<file path="src/rtl/fence_seq_ctrl.sv">
// fence_seq_ctrl: commit-stage sequencer for the serialising FU_CSR ops
// (FENCE, FENCE_I, SFENCE_VMA, WFI). Holds the frontend, walks the memory
// system through drain / D-cache writeback / I-cache invalidate / TLB flush
// or wait-for-interrupt, then acks commit, kills younger ops and redirects
// fetch to pc+4.
//
// Build option: define FENCE_SEQ_WFI_NOP_EN to make WFI retire immediately
// (IDLE -> REDIRECT) without waiting for an interrupt.

package fence_seq_ctrl_pkg;

    localparam int unsigned RV_XLEN = 64;

    // Ops decode can hand to the FU_CSR commit path
    typedef enum logic [3:0] {
        NOP        = 4'd0,
        CSRRW      = 4'd1,
        CSRRS      = 4'd2,
        CSRRC      = 4'd3,
        CSRRWI     = 4'd4,
        CSRRSI     = 4'd5,
        CSRRCI     = 4'd6,
        ECALL      = 4'd7,
        EBREAK     = 4'd8,
        MRET       = 4'd9,
        SRET       = 4'd10,
        FENCE      = 4'd11,
        FENCE_I    = 4'd12,
        SFENCE_VMA = 4'd13,
        WFI        = 4'd14
    } fu_op_t;

endpackage

module fence_seq_ctrl
    import fence_seq_ctrl_pkg::*;
#(
    parameter int unsigned DFLUSH_TIMEOUT = 1024,
    parameter int unsigned XLEN           = RV_XLEN
) (
    input  logic            clk_i,
    input  logic            rst_ni,

    input  logic            commit_valid_i,
    input  fu_op_t          commit_op_i,
    input  logic [XLEN-1:0] commit_pc_i,
    output logic            commit_ack_o,

    output logic            busy_o,
    output logic            halt_fetch_o,

    input  logic            sb_empty_i,

    output logic            dcache_flush_o,
    input  logic            dcache_flush_ack_i,
    output logic            icache_flush_o,
    output logic            tlb_flush_o,

    input  logic            irq_pending_i,

    output logic            flush_pipe_o,
    output logic            redirect_valid_o,
    output logic [XLEN-1:0] redirect_pc_o,
    output logic            flush_err_o
);

    // Counter must hold DFLUSH_TIMEOUT itself; keep at least one bit
    localparam int unsigned      CNT_W     = (DFLUSH_TIMEOUT < 2) ? 1 : $clog2(DFLUSH_TIMEOUT + 1);
    localparam logic [CNT_W-1:0] CNT_LIMIT = CNT_W'(DFLUSH_TIMEOUT);
    localparam logic [XLEN-1:0]  PC_STEP   = XLEN'(4);

    typedef enum logic [2:0] {
        IDLE     = 3'd0,
        DRAIN    = 3'd1,
        DFLUSH   = 3'd2,
        IFLUSH   = 3'd3,
        TLB      = 3'd4,
        WAIT_IRQ = 3'd5,
        REDIRECT = 3'd6
    } state_t;

    state_t           state_q;
    fu_op_t           op_q;
    logic [XLEN-1:0]  pc_q;
    logic [CNT_W-1:0] cnt_q;

    logic             accept_c;
    logic [CNT_W-1:0] cnt_inc_c;
    logic             cnt_expire_c;

    // Only the four serialising ops are taken; everything else passes through untouched
    assign accept_c = commit_valid_i &&
                      (commit_op_i inside {FENCE, FENCE_I, SFENCE_VMA, WFI});

    // DFLUSH gives up once this cycle would be the DFLUSH_TIMEOUT-th without an ack
    assign cnt_inc_c    = cnt_q + CNT_W'(1);
    assign cnt_expire_c = (cnt_inc_c == CNT_LIMIT);

    // Sequencer: state, latched op/pc, timeout counter and all registered outputs.
    // Each output is set on the edge that enters the state owning it, so it is
    // valid for exactly the cycles the FSM spends there.
    always_ff @(posedge clk_i) begin
        if (!rst_ni) begin
            state_q          <= IDLE;
            op_q             <= NOP;
            pc_q             <= '0;
            cnt_q            <= '0;
            commit_ack_o     <= 1'b0;
            busy_o           <= 1'b0;
            halt_fetch_o     <= 1'b0;
            dcache_flush_o   <= 1'b0;
            icache_flush_o   <= 1'b0;
            tlb_flush_o      <= 1'b0;
            flush_pipe_o     <= 1'b0;
            redirect_valid_o <= 1'b0;
            redirect_pc_o    <= '0;
            flush_err_o      <= 1'b0;
        end else begin
            // Single-cycle outputs fall unless the transition below re-arms them
            commit_ack_o     <= 1'b0;
            icache_flush_o   <= 1'b0;
            tlb_flush_o      <= 1'b0;
            flush_pipe_o     <= 1'b0;
            redirect_valid_o <= 1'b0;
            redirect_pc_o    <= '0;
            flush_err_o      <= 1'b0;

            case (state_q)
                IDLE: begin
                    if (accept_c) begin
                        op_q         <= commit_op_i;
                        pc_q         <= commit_pc_i;
                        busy_o       <= 1'b1;
                        halt_fetch_o <= 1'b1;
                        if (commit_op_i == WFI) begin
`ifdef FENCE_SEQ_WFI_NOP_EN
                            state_q          <= REDIRECT;
                            commit_ack_o     <= 1'b1;
                            flush_pipe_o     <= 1'b1;
                            redirect_valid_o <= 1'b1;
                            redirect_pc_o    <= commit_pc_i + PC_STEP;
`else
                            state_q <= WAIT_IRQ;
`endif
                        end else begin
                            state_q <= DRAIN;
                        end
                    end
                end

                DRAIN: begin
                    if (sb_empty_i) begin
                        case (op_q)
                            FENCE_I: begin
                                state_q        <= DFLUSH;
                                dcache_flush_o <= 1'b1;
                                cnt_q          <= '0;
                            end
                            SFENCE_VMA: begin
                                state_q     <= TLB;
                                tlb_flush_o <= 1'b1;
                            end
                            default: begin
                                state_q          <= REDIRECT;
                                commit_ack_o     <= 1'b1;
                                flush_pipe_o     <= 1'b1;
                                redirect_valid_o <= 1'b1;
                                redirect_pc_o    <= pc_q + PC_STEP;
                            end
                        endcase
                    end
                end

                DFLUSH: begin
                    // An ack on the expiry cycle takes priority over the timeout
                    if (dcache_flush_ack_i || cnt_expire_c) begin
                        state_q        <= IFLUSH;
                        dcache_flush_o <= 1'b0;
                        icache_flush_o <= 1'b1;
                        flush_err_o    <= !dcache_flush_ack_i;
                        cnt_q          <= '0;
                    end else begin
                        cnt_q <= cnt_inc_c;
                    end
                end

                IFLUSH, TLB: begin
                    state_q          <= REDIRECT;
                    commit_ack_o     <= 1'b1;
                    flush_pipe_o     <= 1'b1;
                    redirect_valid_o <= 1'b1;
                    redirect_pc_o    <= pc_q + PC_STEP;
                end

                WAIT_IRQ: begin
                    if (irq_pending_i) begin
                        state_q          <= REDIRECT;
                        commit_ack_o     <= 1'b1;
                        flush_pipe_o     <= 1'b1;
                        redirect_valid_o <= 1'b1;
                        redirect_pc_o    <= pc_q + PC_STEP;
                    end
                end

                REDIRECT: begin
                    state_q      <= IDLE;
                    busy_o       <= 1'b0;
                    halt_fetch_o <= 1'b0;
                end

                default: begin
                    state_q        <= IDLE;
                    busy_o         <= 1'b0;
                    halt_fetch_o   <= 1'b0;
                    dcache_flush_o <= 1'b0;
                    cnt_q          <= '0;
                end
            endcase
        end
    end

endmodule

</file>
<file path="config.mk">
export PLATFORM = sky130hd
export DESIGN_NAME = fence_seq_ctrl
export DESIGN_NICKNAME = d
export VERILOG_FILES = /design/src/rtl/fence_seq_ctrl.sv
export SDC_FILE = /design/constraint.sdc
export NUM_CORES = 1
export LEC_CHECK = 0
export CORE_MARGIN = 10
export CORE_UTILIZATION = 50
export DETAILED_ROUTE_END_ITERATION = 6
export PLACE_DENSITY = 0.78
export SYNTH_ARGS = -nofsm -noshare
export SYNTH_HDL_FRONTEND = slang
export SYNTH_SLANG_ARGS = --single-unit
</file>
<file path="constraint.sdc">
create_clock -name clk_i -period 3.1 [get_ports clk_i]
set_clock_uncertainty 0.15 [all_clocks]
set_input_delay 0.93 -clock clk_i [delete_from_list [all_inputs] [get_ports clk_i]]
set_output_delay 0.93 -clock clk_i [all_outputs]
set_load 0.01 [all_outputs]
</file>
==> qor.yml, run 1 <==
pwr:
  p_leak_nw: 2.82
  p_int_mw: 3.58
  switching_share: 0.258
  ir_drop_uv: 379
  p_per_area_nw_per_um2: 562
  clockPowerShare: 0.407
  comb_power_share: 0.141
  p_sw_mw: 1.25
  seq_power_share: 0.452
floorplan:
  die_area_um2: 17700
  start_util: 0.509
  ios: 147
  rows: 41
  die-height_um: 133
  die-width_um: 133
  coreArea_um2: 12600
sta:
  clock.fmax_ghz: 0.378
  min_period_over_period: 0.854
  setup_ws_ns: 0.454
  slew_violations: 0
  tns_ns: 0
  period_minus_slack_ns: 2.65
  worst_slew_pin_slew_ns: 0.789
  setup_viol: 0
  hold_viol: 0
  max_slew_margin: 0.470
  rsz0062_at_grt: "no"
setup_path:
  critical_path_required_ns: 3.21
  crit_path_cell_trace: "clkdlybuf4s50_1 > a21boi_1 > o211ai_1 > or3_2 > buf_12 > nand2_1 > a21oi_1"
  crit_fanout: 68
  critPathArrivalTime_ns: 2.76
  crit_family: "buffers and inverters"
  path_buf_inv: 2
  reg2reg_slack_ns: 0.51
  worstSetupPathType: "in2reg"
  cp-end-kind: "register"
  critical_path.max_stage_delay_ns: 0.53
  cpMaxStageDelayCell: "clkdlybuf4s50_1"
  worstSetupStartpointType: "primary input"
clock_network:
  clkTransAtPathRegs_ns: 0.06
  cts_root_buf: "clkbuf_16"
  cts_sinks: 152
  cts_max_path_buffers: 2
  cts_setup_buffers: 0
  postCtsResizedCells: 0
  clk-insertion-delay-late_ns: 0.42
  htreeDepth: 4
  numCtsBuffers: 17
  ctsHoldBuffers: 0
  cts_tree: "built"
placement:
  gp_congestion: 0.868
  portBuffers: 146
  dpl_worst_slack_ns: 0.0467
  hpwl_um: 11500
  placed_area_um2: 8030
cells_and_area:
  layout.nets: 989
  areaGrowthSynthToFinish_pct: 34.3
  post-route-util: 0.684
  multi_input_area_um2: 3110
  antennaDiodeCount: 0
  drive_gt1_frac: 0.0822
  nFillCells: 1021
  regArea_um2: 3040
  finalInstanceArea_um2: 8590
routing:
  drc_errors: 0
  vias: 5593
  first_iter_violations: 459
  dr.pass1.iters: 5
  antenna_left: 0
  avgRoutedWirePerCell_um: 14.9
  via_per_inst: 5.10
  routed_wl_um: 16400
synth:
  netlist-cell-type-count: 60
  synth_edf_count: 0
  ys_ff_latch: 152
  netlist_instances: 778
  synth_nets: 854
  yosysWarnings: 0
  synth_area_um2: 6400
  seq_area_frac_synth: 0.475
  async_reset_ff_frac: 0
  avgSynthCellArea_um2: 8.23
  synth_flop_cell: "dfxtp_1"
run:
  drv_cap: 0
global_routing:
  track_usage: 0.183
  overflow: 0
  grt_pass1_vias: 5257
  grt_pass1_wl_um: 26700
  antenna_found_initial: 0
  grt_max_degree: 72
status:
  status: "finished, final reports clean"
hold_path:
  hold_path_class: "reg2reg"
metrics by stage:
stage	power [mW]	hold slack [ns]	std cells
final	4.83	0.298	1097
after CTS	4.86	0.301	1097
after global placement	2.89	0.288	1066
after global routing	5.04	0.326	1097
after detailed placement	2.90	0.293	1066
after floorplan	2.61	0.281	778
cell families after synthesis:
family	synth area share
AO/OA/AOI/OAI	0.102
AND/OR/NAND/NOR	0.291
flip-flops	0.475
multiplexers	0.00313
adder cells (fa/ha/maj)	0.00391
buffers and inverters	0.0407
XOR/XNOR	0.0835
path summary, 6_finish.rpt:
| kind | start | end | depth (start not counted) |
|---|---|---|---|
| max | commit_op_i[2] | pc_q[33] | 7 |
| min | op_q[1] | op_q[1] | 2 |
| max reg2reg | cnt_q[0] | state_q[0] | 7 |
| min reg2reg | op_q[1] | op_q[1] | 2 |
flip-flops by register name, indices dropped and copies added, names as in the netlist:
register and flops:
cnt_q 11, dcache_flush_o 1, flush_err_o 1, halt_fetch_o 1
icache_flush_o 1, op_q 4, pc_q 64, redirect_pc_o 64
redirect_valid_o 1, state_q 3, tlb_flush_o 1
tightest hold or removal path, stage by stage, from the launching register on:
cell and delay [ns]:
dfxtp_1 0.30, nand2_1 0.05, a21oi_1 0.05
metal layers:
layer | track usage | up-vias | part of all wire
met1 | 0.225 | 2544 | 0.44
met2 | 0.295 | 168 | 0.48
met5 | 0 | - | 0
met3 | 0.0526 | 23 | 0.063
li1 | - | 2858 | -
met4 | 0.0738 | 0 | 0.019
placed cells by master (no fill, tap or decap), types with 3 or more instances in the layout:
cell type,netlist,final
and4_1,5,5
buf_12,0,3
nand3b_1,5,5
clkbuf_16,0,17
and3_1,9,9
xnor2_1,39,39
nand4_1,15,15
nor3_2,15,16
o21ai_1,3,3
o31ai_1,4,4
nand3_1,25,25
dfxtp_1,152,152
o21ai_0,7,7
or3_1,5,4
nand2_1,179,178
a31oi_1,4,4
inv_1,22,21
clkinv_2,0,5
a21oi_1,73,73
nor3_1,8,7
buf_4,3,8
nor4_1,5,5
xor2_1,22,22
nor2_1,89,89
clkbuf_1,29,3
or2_2,3,3
and2_1,4,4
clkdlybuf4s50_1,0,146
layout make-up:
type / count / share of cell area
Multi-Input combinational cell: 563 / 0.361
Sequential cell: 152 / 0.354
Timing Repair Buffer: 157 / 0.184
Clock buffer: 22 / 0.0540
Tap cell: 172 / 0.0250
Clock inverter: 9 / 0.0116
Inverter: 22 / 0.00961
Yosys cell counts, drive strengths merged, types with 2 or more instances:
| library cell | number | area [um2] |
|---|---|---|
| nand2 | 179 | 672 |
| dfxtp | 152 | 3040 |
| nor2 | 91 | 347 |
| a21oi | 74 | 374 |
| xnor2 | 39 | 342 |
| clkbuf | 29 | 109 |
| nand3 | 25 | 125 |
| nor3 | 24 | 206 |
| inv | 22 | 82.6 |
| xor2 | 22 | 193 |
| nand4 | 17 | 119 |
| buf | 12 | 68.8 |
| o21ai | 11 | 58.8 |
| and3 | 9 | 56.3 |
| nor4 | 7 | 56.3 |
| or3 | 6 | 42.5 |
| and4 | 5 | 43.8 |
| nand3b | 5 | 37.5 |
| a31oi | 4 | 25.0 |
| and2 | 4 | 25.0 |
| o31ai | 4 | 30.0 |
| or2 | 4 | 25.0 |
| a211oi | 3 | 27.5 |
| and3b | 2 | 17.5 |
| ha | 2 | 25.0 |
| mux2i | 2 | 20.0 |
| nor3b | 2 | 20.0 |
| o2111ai | 2 | 17.5 |
| o211ai | 2 | 15.0 |
| o21a | 2 | 15.0 |
| o2bb2a | 2 | 20.0 |
power groups by stage:
stage	combinational, mW	sequential [mW]	clock [mW]
2_1_floorplan	0.436	2.17	0
3_3_place_gp	0.675	2.21	0
3_5_place_dp	0.682	2.22	0
4_1_cts	0.685	2.18	1.99
5_1_grt	0.759	2.20	2.08
6_report	0.683	2.18	1.96
Note: power is estimated with default switching activity, not from simulation.
==> run 2, diff against run 1 <==
--- a/config.mk
+++ b/config.mk
@@ -8,7 +8,7 @@
 export CORE_MARGIN = 10
 export CORE_UTILIZATION = 50
 export DETAILED_ROUTE_END_ITERATION = 6
-export PLACE_DENSITY = 0.78
+export PLACE_DENSITY_LB_ADDON = 0.12
 export SYNTH_ARGS = -nofsm -noshare
 export SYNTH_HDL_FRONTEND = slang
 export SYNTH_SLANG_ARGS = --single-unit
==> run 2 against run 1 <==
  * Non-clock buffer count down 1
  * First-iteration DRC count down 17%
  * Wire length about the same
  * Worst hold slack better by 0.0048 ns
  * Largest power group unchanged
==> qor.yml, run 2 (same netlist as run 1, synthesis figures left out) <==
status:
  status: "finished, final reports clean"
clock_network:
  ctsHoldBuffers: 0
  cts_tree: "built"
  clkTransAtPathRegs_ns: 0.07
  clk-insertion-delay-late_ns: 0.42
  cts_sinks: 152
  numCtsBuffers: 17
  cts_max_path_buffers: 2
  postCtsResizedCells: 0
  cts_root_buf: "clkbuf_16"
  htreeDepth: 4
  cts_setup_buffers: 0
setup_path:
  crit_fanout: 10
  rr_startpoint: "cnt_q[0]"
  crit_start: "sb_empty_i"
  worstSetupStartpointType: "primary input"
  reg2reg_slack_ns: 0.55
  cp-end-kind: "register"
  worstSetupPathType: "in2reg"
  critPathArrivalTime_ns: 2.87
  r2r-end: "state_q[0]"
  critical_path_required_ns: 3.29
  rr_worst_depth: 7
  cp-endpoint: "cnt_q[5]"
floorplan:
  coreArea_um2: 12600
  die_area_um2: 17700
  start_util: 0.509
  ios: 147
  die-height_um: 133
  rows: 41
  die-width_um: 133
cells_and_area:
  multi_input_area_um2: 3110
  layout.nets: 988
  top_regs: "pc_q x64, redirect_pc_o x64, cnt_q x11"
  final_cell_mix: "nand2_1, dfxtp_1, clkdlybuf4s50_1"
  areaGrowthSynthToFinish_pct: 34.1
  regArea_um2: 3040
  antennaDiodeCount: 0
  final_common_cell: "nand2_1"
  drive_gt1_frac: 0.0854
  nFillCells: 1036
sta:
  period_minus_slack_ns: 2.68
  hold_viol: 0
  worst_slew_pin_slew_ns: 0.993
  setup_viol: 0
  max_slew_margin: 0.337
  tns_ns: 0
  setup_ws_ns: 0.417
  clock.fmax_ghz: 0.373
  min_period_over_period: 0.865
  slew_violations: 0
  rsz0062_at_grt: "no"
global_routing:
  grt_pass1_wl_um: 26700
  track_usage: 0.183
  grt_max_degree: 64
  grt_pass1_vias: 5520
  overflow: 0
  antenna_found_initial: 0
run:
  drv_cap: 0
routing:
  avgRoutedWirePerCell_um: 14.9
  dr.pass1.iters: 5
  routed_wl_um: 16400
  drc_errors: 0
  via_per_inst: 5.17
  antenna_left: 0
  first_iter_violations: 380
  vias: 5670
pwr:
  p_leak_nw: 2.81
  p_per_area_nw_per_um2: 562
  ir_drop_uv: 292
placement:
  hpwl_um: 12000
  portBuffers: 146
  gp_congestion: 0.878
  dpl_worst_slack_ns: 0.00567
hold_path:
  hold_path_class: "reg2reg"
[run 2: changes by cell type in the layout (fill, tap and decap cells not counted)]
cell | previous run | this run
buf_12 | 3 | 2
bufinv_16 | 2 | 1
clkbuf_1 | 3 | 0
clkinv_2 | 5 | 3
clkinv_4 | 0 | 3
clkinvlp_4 | 2 | 3
inv_6 | 0 | 3
[run 2: layer usage]
layer / vias to the layer above / wire, um / track usage
met5: - / 0 / 0
met4: 0 / 276 / 0.0683
met3: 22 / 919 / 0.0583
met2: 173 / 7950 / 0.304
met1: 2620 / 7250 / 0.218
li1: 2855 / - / -
[run 2: worst min path at each step]
stage	start	end	slack (ns)	cells after the start
6_report	op_q[1]	op_q[1]	0.30	2
5_1_grt	op_q[1]	op_q[1]	0.34	2
4_1_cts	op_q[1]	op_q[1]	0.31	2
3_5_place_dp	op_q[1]	op_q[1]	0.30	2
3_3_place_gp	op_q[1]	op_q[1]	0.29	2
2_1_floorplan	op_q[1]	op_q[1]	0.28	2
[run 2: final cells by class]
cell class / count / area share
clock inverter: 13 / 0.0140
inverter: 22 / 0.00962
multi-input combinational: 563 / 0.362
timing repair buffer: 156 / 0.182
tap: 172 / 0.0251
sequential: 152 / 0.355
clock buffer: 19 / 0.0528
[run 2: worst max-delay path: stages]
cell             delay, ns
clkdlybuf4s50_1       0.45
nand3b_1              0.13
nor4_1                0.09
a2111oi_2             0.87
and2_1                0.26
a31oi_1               0.05
o31ai_1               0.08
[run 2: metrics by stage]
step / std cells / hold WS (ns) / cell area [um2] / total power, mW / util
after floorplan: 778 / 0.281 / 6400 / 2.61 / -
after global placement: 1065 / 0.287 / 8010 / 2.87 / 0.637
after detailed placement: 1065 / 0.296 / 8010 / 2.89 / 0.637
after CTS: 1097 / 0.305 / 8580 / 4.85 / 0.683
after global routing: 1097 / 0.335 / 8580 / 5.03 / 0.683
final: 1097 / 0.303 / 8580 / 4.82 / 0.683
[run 2: power by group]
group	internal, mW	leakage (nW)	switching (mW)
Combinational	0.302	1.31	0.365
Clock	1.15	0.276	0.820
Sequential	2.05	1.23	0.129
Total	3.51	2.81	1.31
==> run 3, diff against run 2 <==
--- a/config.mk
+++ b/config.mk
@@ -9,6 +9,8 @@
 export CORE_UTILIZATION = 50
 export DETAILED_ROUTE_END_ITERATION = 6
 export PLACE_DENSITY_LB_ADDON = 0.12
+export RECOVER_POWER = 25
+export SLEW_MARGIN = 10
 export SYNTH_ARGS = -nofsm -noshare
 export SYNTH_HDL_FRONTEND = slang
 export SYNTH_SLANG_ARGS = --single-unit
==> run 3 against run 2 <==
  * Wire length increased by 0.12%
  * Worst hold slack worse by 0.00074 ns
  * Combinational power down 1%
  * Non-clock buffer count did not move
  * First-iteration DRC count down 7.1%
  * Die area stayed put
  * Highest routed layer unchanged
  * Total power fell by 0.15%
==> qor.yml, run 3 (same netlist as run 1, synthesis figures left out) <==
status:
  status: "finished, final reports clean"
clock_network:
  postCtsResizedCells: 0
  numCtsBuffers: 17
  cts_setup_buffers: 0
  htreeDepth: 4
  clk-insertion-delay-late_ns: 0.43
  ctsHoldBuffers: 0
  cts_tree: "built"
  cts_max_path_buffers: 2
  clkTransAtPathRegs_ns: 0.07
  cts_root_buf: "clkbuf_16"
  cts_sinks: 152
sta:
  hold_viol: 0
  slew_violations: 0
  tns_ns: 0
  period_minus_slack_ns: 2.67
  max_slew_margin: 0.337
  clock.fmax_ghz: 0.374
  setup_viol: 0
  whs_ns: 0.302
  rsz0062_at_grt: "no"
  worst_slew_pin_slew_ns: 0.993
  setup_ws_ns: 0.428
  min_period_over_period: 0.862
placement:
  gp_congestion: 0.878
  placed_area_um2: 8010
  dpl_worst_slack_ns: 0.00567
  hpwl_um: 12000
  portBuffers: 146
floorplan:
  start_util: 0.509
  die-width_um: 133
  coreArea_um2: 12600
  rows: 41
  die-height_um: 133
  ios: 147
  die_area_um2: 17700
setup_path:
  critPathArrivalTime_ns: 2.86
  cp-end-kind: "register"
  crit_fanout: 10
  rr_worst_depth: 7
  cp-endpoint: "cnt_q[5]"
  critical_path_required_ns: 3.29
  r2r-end: "state_q[0]"
  worstSetupPathType: "in2reg"
  worstSetupStartpointType: "primary input"
  crit_start: "sb_empty_i"
  rr_startpoint: "cnt_q[0]"
  reg2reg_slack_ns: 0.49
cells_and_area:
  top_regs: "pc_q x64, redirect_pc_o x64, cnt_q x11"
  antennaDiodeCount: 0
  areaGrowthSynthToFinish_pct: 33.8
  nFillCells: 1039
  finalInstanceArea_um2: 8570
  layout.nets: 988
  multi_input_area_um2: 3090
  drive_gt1_frac: 0.0822
  regArea_um2: 3040
  final_common_cell: "nand2_1"
  final_cell_mix: "nand2_1, dfxtp_1, clkdlybuf4s50_1"
global_routing:
  grt_pass1_wl_um: 26700
  grt_pass1_vias: 5520
  grt.busiest_layer: "met2"
  track_usage: 0.183
  use_met3: 0.0583
  use_met2: 0.304
  use_met1: 0.218
  antenna_found_initial: 0
  grt_max_degree: 64
  overflow: 0
routing:
  dr.pass1.iters: 5
  first_iter_violations: 353
  vias: 5671
  via_per_inst: 5.17
  drc_errors: 0
  avgRoutedWirePerCell_um: 15.0
  antenna_left: 0
  routed_wl_um: 16400
pwr:
  p_per_area_nw_per_um2: 562
  power_mw: 4.81
  ir_drop_uv: 291
  p_leak_nw: 2.97
hold_path:
  hold_path_class: "reg2reg"
run:
  drv_cap: 0
==> run 3: where the power goes <==
part	internal [mW]	total, mW	leakage (nW)	switching [mW]
logic	0.295	0.658	1.47	0.364
registers	2.05	2.18	1.23	0.130
clock network	1.15	1.97	0.276	0.821
==> run 3: critical path, stage by stage <==
cell,delay (ns)
clkdlybuf4s50_1,0.45
nand3b_1,0.13
nor4_1,0.09
a2111oi_2,0.87
and2_1,0.26
a31oi_1,0.05
o31ai_1,0.08
==> run 3: worst min-delay path by stage <==
stage,from,endpoint,slack [ns],cells past startpoint
after floorplan,op_q[1],op_q[1],0.28,2
after global placement,op_q[1],op_q[1],0.29,2
after detailed placement,op_q[1],op_q[1],0.30,2
after CTS,op_q[1],op_q[1],0.31,2
after global routing,op_q[1],op_q[1],0.34,2
final,op_q[1],op_q[1],0.30,2
==> run 3: final cells by class <==
class / instances / area share
repair buffers: 156 / 0.182
well taps: 172 / 0.0251
inverters: 22 / 0.00964
clock inverters: 13 / 0.0140
clock buffers: 19 / 0.0529
multi-input cells: 563 / 0.361
flip-flops and latches: 152 / 0.355
==> run 3: through the flow <==
| step | util | cells |
|---|---|---|
| 2_1_floorplan | - | 778 |
| 3_3_place_gp | 0.637 | 1065 |
| 3_5_place_dp | 0.637 | 1065 |
| 4_1_cts | 0.683 | 1097 |
| 5_1_grt | 0.682 | 1097 |
| 6_report | 0.682 | 1097 |
==> run 3: layer usage <==
metal	part of all wire	wire length, um
met3	0.058	959
met1	0.44	7260
met2	0.48	7920
met5	0	0
met4	0.017	282
